`src/rtl/maze_pkg.sv`:
```
// Shared maze types: direction encoding used by solver and path reader,
// reader FSM states and default geometry.
package maze_pkg;

  localparam int COORD_W_DEF = 4;
  localparam int ADDR_W_DEF  = 8;

  typedef enum logic [1:0] {
    DIR_UP    = 2'b00,
    DIR_RIGHT = 2'b01,
    DIR_LEFT  = 2'b10,
    DIR_DOWN  = 2'b11
  } dir_t;

  typedef enum logic [2:0] {
    S_IDLE,
    S_EMIT,
    S_FETCH,
    S_WAIT,
    S_LAST
  } rd_state_t;

endpackage

```
`src/rtl/maze_path_reader_if.sv`:
```
// Cell beat stream from the path reader to the display/host.
interface maze_path_reader_if #(
  parameter int COORD_W = 4
);

  logic [COORD_W-1:0] x_out;
  logic [COORD_W-1:0] y_out;
  logic [1:0]         dir_out;
  logic               first;
  logic               out_valid;
  logic               out_ready;

  modport master (
    output x_out, y_out, dir_out, first, out_valid,
    input  out_ready
  );

  modport slave (
    input  x_out, y_out, dir_out, first, out_valid,
    output out_ready
  );

endinterface

```
`src/rtl/maze_coord_step.sv`:
```
// One maze move: next coordinates plus a flag for leaving the grid.
module maze_coord_step
  import maze_pkg::*;
#(
  parameter int COORD_W = COORD_W_DEF
) (
  input  logic [COORD_W-1:0] x,
  input  logic [COORD_W-1:0] y,
  input  dir_t               dir,
  output logic [COORD_W-1:0] nx,
  output logic [COORD_W-1:0] ny,
  output logic               oob
);

  localparam logic [COORD_W-1:0] MAX = '1;

  always_comb begin
    nx  = x;
    ny  = y;
    oob = 1'b0;
    unique case (dir)
      DIR_UP: begin
        ny  = y - 1'b1;
        oob = (y == '0);
      end
      DIR_RIGHT: begin
        nx  = x + 1'b1;
        oob = (x == MAX);
      end
      DIR_LEFT: begin
        nx  = x - 1'b1;
        oob = (x == '0);
      end
      DIR_DOWN: begin
        ny  = y + 1'b1;
        oob = (y == MAX);
      end
      default: ;
    endcase
  end

endmodule

```
`src/rtl/maze_path_reader.sv`:
```
// Replays the solver's direction stack as a stream of visited cells.
// Optional PATH_BOUNDS_CHECK_EN: stop on off-grid moves and flag path_err.
module maze_path_reader
  import maze_pkg::*;
#(
  parameter int COORD_W = COORD_W_DEF,
  parameter int ADDR_W  = ADDR_W_DEF,
  parameter int START_X = 0,
  parameter int START_Y = 0
) (
  input  logic              clk,
  input  logic              rst,
  input  logic              run,
  input  logic [ADDR_W:0]   path_len,
  output logic              rd_en,
  output logic [ADDR_W-1:0] rd_addr,
  input  logic [1:0]        rd_data,
  maze_path_reader_if.master beat,
  output logic              all_read,
`ifdef PATH_BOUNDS_CHECK_EN
  output logic              path_err,
`endif
  output logic              busy
);

  localparam logic [COORD_W-1:0] SX = COORD_W'(START_X);
  localparam logic [COORD_W-1:0] SY = COORD_W'(START_Y);
  localparam logic [ADDR_W:0] MAX_LEN = {1'b1, {ADDR_W{1'b0}}};

  rd_state_t          state;
  logic [COORD_W-1:0] x, y;
  logic [COORD_W-1:0] nx, ny;
  logic [ADDR_W:0]    idx, len;
  logic               step_oob;
  logic               move_ok;

  maze_coord_step #(.COORD_W(COORD_W)) u_step (
    .x   (x),
    .y   (y),
    .dir (dir_t'(rd_data)),
    .nx  (nx),
    .ny  (ny),
    .oob (step_oob)
  );

`ifdef PATH_BOUNDS_CHECK_EN
  assign move_ok = !step_oob;
`else
  logic unused_oob;
  assign unused_oob = step_oob;
  assign move_ok = 1'b1;
`endif

  always_ff @(posedge clk) begin
    if (!rst) begin
      state          <= S_IDLE;
      x              <= SX;
      y              <= SY;
      idx            <= '0;
      len            <= '0;
      rd_en          <= 1'b0;
      rd_addr        <= '0;
      beat.x_out     <= '0;
      beat.y_out     <= '0;
      beat.dir_out   <= '0;
      beat.first     <= 1'b0;
      beat.out_valid <= 1'b0;
      all_read       <= 1'b0;
      busy           <= 1'b0;
`ifdef PATH_BOUNDS_CHECK_EN
      path_err       <= 1'b0;
`endif
    end else begin
      all_read <= 1'b0;
      unique case (state)
        S_IDLE: begin
          if (run) begin
            len <= (path_len > MAX_LEN)
                 ? MAX_LEN : path_len;
            idx            <= '0;
            x              <= SX;
            y              <= SY;
            beat.x_out     <= SX;
            beat.y_out     <= SY;
            beat.dir_out   <= DIR_UP;
            beat.first     <= 1'b1;
            beat.out_valid <= 1'b1;
            busy           <= 1'b1;
`ifdef PATH_BOUNDS_CHECK_EN
            path_err       <= 1'b0;
`endif
            state          <= S_EMIT;
          end
        end
        S_EMIT: begin
          if (beat.out_ready) begin
            beat.first     <= 1'b0;
            beat.out_valid <= 1'b0;
            if (idx == len) begin
              all_read <= 1'b1;
              state    <= S_LAST;
            end else begin
              rd_en   <= 1'b1;
              rd_addr <= idx[ADDR_W-1:0];
              state   <= S_FETCH;
            end
          end
        end
        S_FETCH: begin
          rd_en <= 1'b0;
          state <= S_WAIT;
        end
        S_WAIT: begin
          if (move_ok) begin
            x              <= nx;
            y              <= ny;
            beat.x_out     <= nx;
            beat.y_out     <= ny;
            beat.dir_out   <= rd_data;
            beat.out_valid <= 1'b1;
            idx            <= idx + 1'b1;
            state          <= S_EMIT;
          end else begin
            // off-grid move: drop it and finish without a beat
`ifdef PATH_BOUNDS_CHECK_EN
            path_err <= 1'b1;
`endif
            all_read <= 1'b1;
            state    <= S_LAST;
          end
        end
        S_LAST: begin
          busy  <= 1'b0;
          state <= S_IDLE;
        end
        default: state <= S_IDLE;
      endcase
    end
  end

endmodule

```
`src/flat_wrapper.sv`:
```
// flat-port wrapper written by rule: the top's interface ports become plain ports
module maze_path_reader_flat import maze_pkg::*;
#(
  parameter int COORD_W = COORD_W_DEF,
  parameter int ADDR_W  = ADDR_W_DEF,
  parameter int START_X = 0,
  parameter int START_Y = 0
)
  (clk, rst, run, path_len, rd_en, rd_addr, rd_data, all_read, busy, beat_x_out, beat_y_out, beat_dir_out, beat_first, beat_out_valid, beat_out_ready);
  maze_path_reader_if #(.COORD_W(COORD_W)) beat_i ();
  input  logic clk;
  input  logic rst;
  input  logic run;
  input  logic [ADDR_W:0] path_len;
  output logic rd_en;
  output logic [ADDR_W-1:0] rd_addr;
  input  logic [1:0] rd_data;
  output logic all_read;
  output logic busy;
  output wire logic [$bits(beat_i.x_out)-1:0] beat_x_out;
  output wire logic [$bits(beat_i.y_out)-1:0] beat_y_out;
  output wire logic [$bits(beat_i.dir_out)-1:0] beat_dir_out;
  output wire logic [$bits(beat_i.first)-1:0] beat_first;
  output wire logic [$bits(beat_i.out_valid)-1:0] beat_out_valid;
  input wire logic [$bits(beat_i.out_ready)-1:0] beat_out_ready;
  assign beat_x_out = beat_i.x_out;
  assign beat_y_out = beat_i.y_out;
  assign beat_dir_out = beat_i.dir_out;
  assign beat_first = beat_i.first;
  assign beat_out_valid = beat_i.out_valid;
  assign beat_i.out_ready = beat_out_ready;
  maze_path_reader #(.COORD_W(COORD_W), .ADDR_W(ADDR_W), .START_X(START_X), .START_Y(START_Y)) u_core (.clk(clk), .rst(rst), .run(run), .path_len(path_len), .rd_en(rd_en), .rd_addr(rd_addr), .rd_data(rd_data), .beat(beat_i), .all_read(all_read), .busy(busy));
endmodule
```
`config.mk`:
```
export PLATFORM = sky130hd
export DESIGN_NAME = maze_path_reader_flat
export DESIGN_NICKNAME = d
export VERILOG_FILES = /design/src/rtl/maze_pkg.sv /design/src/rtl/maze_path_reader_if.sv /design/src/rtl/maze_coord_step.sv /design/src/rtl/maze_path_reader.sv /design/src/flat_wrapper.sv
export SDC_FILE = /design/constraint.sdc
export NUM_CORES = 1
export LEC_CHECK = 0
export CAP_MARGIN = 20
export CORE_UTILIZATION = 25
export DETAILED_ROUTE_END_ITERATION = 10
export GPL_TIMING_DRIVEN = 0
export PLACE_DENSITY = 0.45
export SKIP_CTS_REPAIR_TIMING = 1
export SYNTH_ARGS = -nofsm -noshare
export SYNTH_HDL_FRONTEND = slang
export SYNTH_HIERARCHICAL = 1
export SYNTH_SLANG_ARGS = --single-unit
```
`constraint.sdc`:
```
create_clock -name clk -period 2.9 [get_ports clk]
set_clock_uncertainty 0.2 [all_clocks]
set_input_delay 0.435 -clock clk [delete_from_list [all_inputs] [get_ports clk]]
set_output_delay 0.435 -clock clk [all_outputs]
set_load 0.005 [all_outputs]
```
==> run summary, run 1 <==
outcome -> finished clean
die area -> 9918 µm²
GPL Wtd Cong -> 0.7306
CP max stage cell -> clkdlybuf4s50_1
total gr overflow -> 0
actual slew at the worst max-slew pin -> 450.7 ps
final period demand of the worst path -> 2612 ps
layout cells sized above 1 -> 8.065%
LEAKAGE -> 1.133 nW
max_slew headroom -> 69.95%
worst-path fanout max -> 5
largest net degree at the start of global routing -> 13
Finished Layout Cells -> 439
synthesized area -> 2381 µm²
Reg2Reg Depth -> 6
# port buffers -> 36
Ys Warns -> 6
Slew Viols, Final -> 0
Hold Path Cell Cnt -> 2
Pre-antenna DRT Iters -> 4
RSZ-0062 raised after global routing -> false
clock latency on the worst-skew pair -> 290 ps
maximum clock frequency -> 382.9 MHz
final WL -> 5599 µm
fill count -> 1,029
Residual DRC -> 0
drt initial violations -> 104
data arrival time of the critical path -> 2600 ps
Mapped Nets -> 290
H-tree lvl count -> 2
Num CTS Buffers -> 5
Period Utilization, post-route -> 90.05%
WL/cell -> 12.75 µm
HPWL Detailed -> 4139 µm
CP most frequent cell -> ha_1
first-pass GRT wire length -> 9798 µm
max cap viols -> 0
Hold Vio Cnt, Final -> 0
root cell of the clock tree -> clkbuf_8
WP data required -> 2890 ps
worst setup path class -> in2reg
antenna violations before repair -> 0
HP Class -> reg2reg
CTS tree -> done
vias in the first global route -> 2,027
Hold Path Origin -> u_core/rd_en
Synth-to-Final Area Change -> 25.70%
FF-to-FF End -> u_core/y[3]
Worst Path Buf+Inv -> 2
P per Cell Area -> 416.1 nW/µm²
syn_area_per_cell -> 8.951 µm²
Top Ports -> 38
post-route ant nets -> 0
crit end category -> flip-flop
delay of the slowest cell on the worst path -> 580 ps
area after detailed placement -> 2903 µm²
# rows -> 35
drt via density -> 4.631
critical path depth in cells -> 9
Worst path top cell family by delay -> compound AO/OA/AOI/OAI gates
die height -> 99.59 µm
startpoint types -> input port
chip width -> 99.59 µm
final setup violation count -> 0
core box area -> 9240 µm²
# diodes -> 0
CTS max path bufs -> 2
Max VDD drop -> 0.2289 mV
Mapped Cells -> 266
Clock transition at path regs -> 80 ps
r2r setup slk -> 960 ps
clock sink total -> 44
Worst Hold Path EP -> u_core/rd_en
Initial Util -> 25.77%
pre-CTS setup slack -> -44.34 ps
total number of vias -> 2,033
Post-Place Cells -> 431
finished layout cell area -> 2993 µm²
critical-path cell list -> clkdlybuf4s50_1 -> ha_1 -> inv_1 -> ha_1 -> a21o_1 -> a2111oi_0 -> o31ai_1 -> a22oi_1 -> nor2b_1
final setup margin -> 288.4 ps
worst reg2reg path startpoint -> u_core/y[1]
nets -> 333
gr usage total -> 12.16%
[routing by layer]
| metal | GRT usage, % | part of all wire, % | up-vias |
|---|---|---|---|
| li1 | - | - | 1047 |
| met2 | 19.23 | 46 | 33 |
| met4 | 3.167 | 0.77 | 0 |
| met3 | 2.389 | 3.0 | 5 |
| met5 | 0 | 0 | - |
| met1 | 16.89 | 50 | 948 |
[layout make-up]
cell class / count / area (µm²) / share of cell area [%]
Multi-Input combinational cell: 201 / 1386 / 46.32
Sequential cell: 44 / 880.8 / 29.43
Inverter: 5 / 18.77 / 0.6271
Tap cell: 129 / 161.4 / 5.393
Clock buffer: 8 / 90.09 / 3.010
Buffer: 16 / 95.09 / 3.177
Timing Repair Buffer: 36 / 360.3 / 12.04
[power breakdown]
group | internal [mW] | leakage, nW | switching (mW)
logic | 0.0936 | 0.731 | 0.116
clock network | 0.195 | 0.0455 | 0.203
registers | 0.621 | 0.356 | 0.0171
total | 0.909 | 1.13 | 0.336
[worst min-delay path: cells and delay by family (launching register included)]
| kind | cells | cell delay [ps] |
|---|---|---|
| AOI/OAI and AO/OA | 1 | 50 |
| DFF | 1 | 330 |
| buffers and inverters | 1 | 50 |
[metrics by stage]
step                hold WS, ps  TNS (ps)  total power [mW]  util, %
global placement          262.5    -10.28            0.8643    31.42
finish                    274.4         0             1.245    32.39
global route              323.5         0             1.318    32.39
floorplan                 254.1         0            0.7847        -
CTS                       278.4         0             1.266    32.39
detailed placement        265.5    -44.34            0.8635    31.42
[cell usage in the layout, fill, tap and decap left out, types with 10 or more instances in the layout]
cell type,n
nor2_1,21
xnor2_1,12
nand2_1,19
nand3_1,10
o21ai_0,10
a22oi_1,11
and3_1,10
a21oi_1,16
clkdlybuf4s50_1,36
dfxtp_1,44
nor2b_1,16
[sequential cells by signal, summed over array words and instances (netlist names)]
register,count
u_core/busy,1
u_core/y,4
u_core/idx,9
u_core/rd_en,1
u_core/beat.out_valid,1
u_core/len,9
u_core/beat.first,1
u_core/beat.dir_out,2
u_core/all_read,1
u_core/x,4
u_core/rd_addr,8
u_core/state,3
[worst max path at each step]
stage / from / end / slack (ps)
after floorplan: rd_data[0] / u_core/y[3] / 700
after global routing: rd_data[1] / u_core/y[3] / 120
after global placement: rd_data[1] / u_core/y[3] / -10
after CTS: rd_data[1] / u_core/y[3] / 280
after detailed placement: rd_data[1] / u_core/y[3] / -40
final: rd_data[1] / u_core/y[3] / 290
Note: power is estimated with default switching activity, not from simulation.
==> run 2: changes to the inputs <==
Settings changed: SKIP_CTS_REPAIR_TIMING 1 to unset.
==> results of run 2 <==
The final DEF is identical to that of run 1; final timing and power are the same.
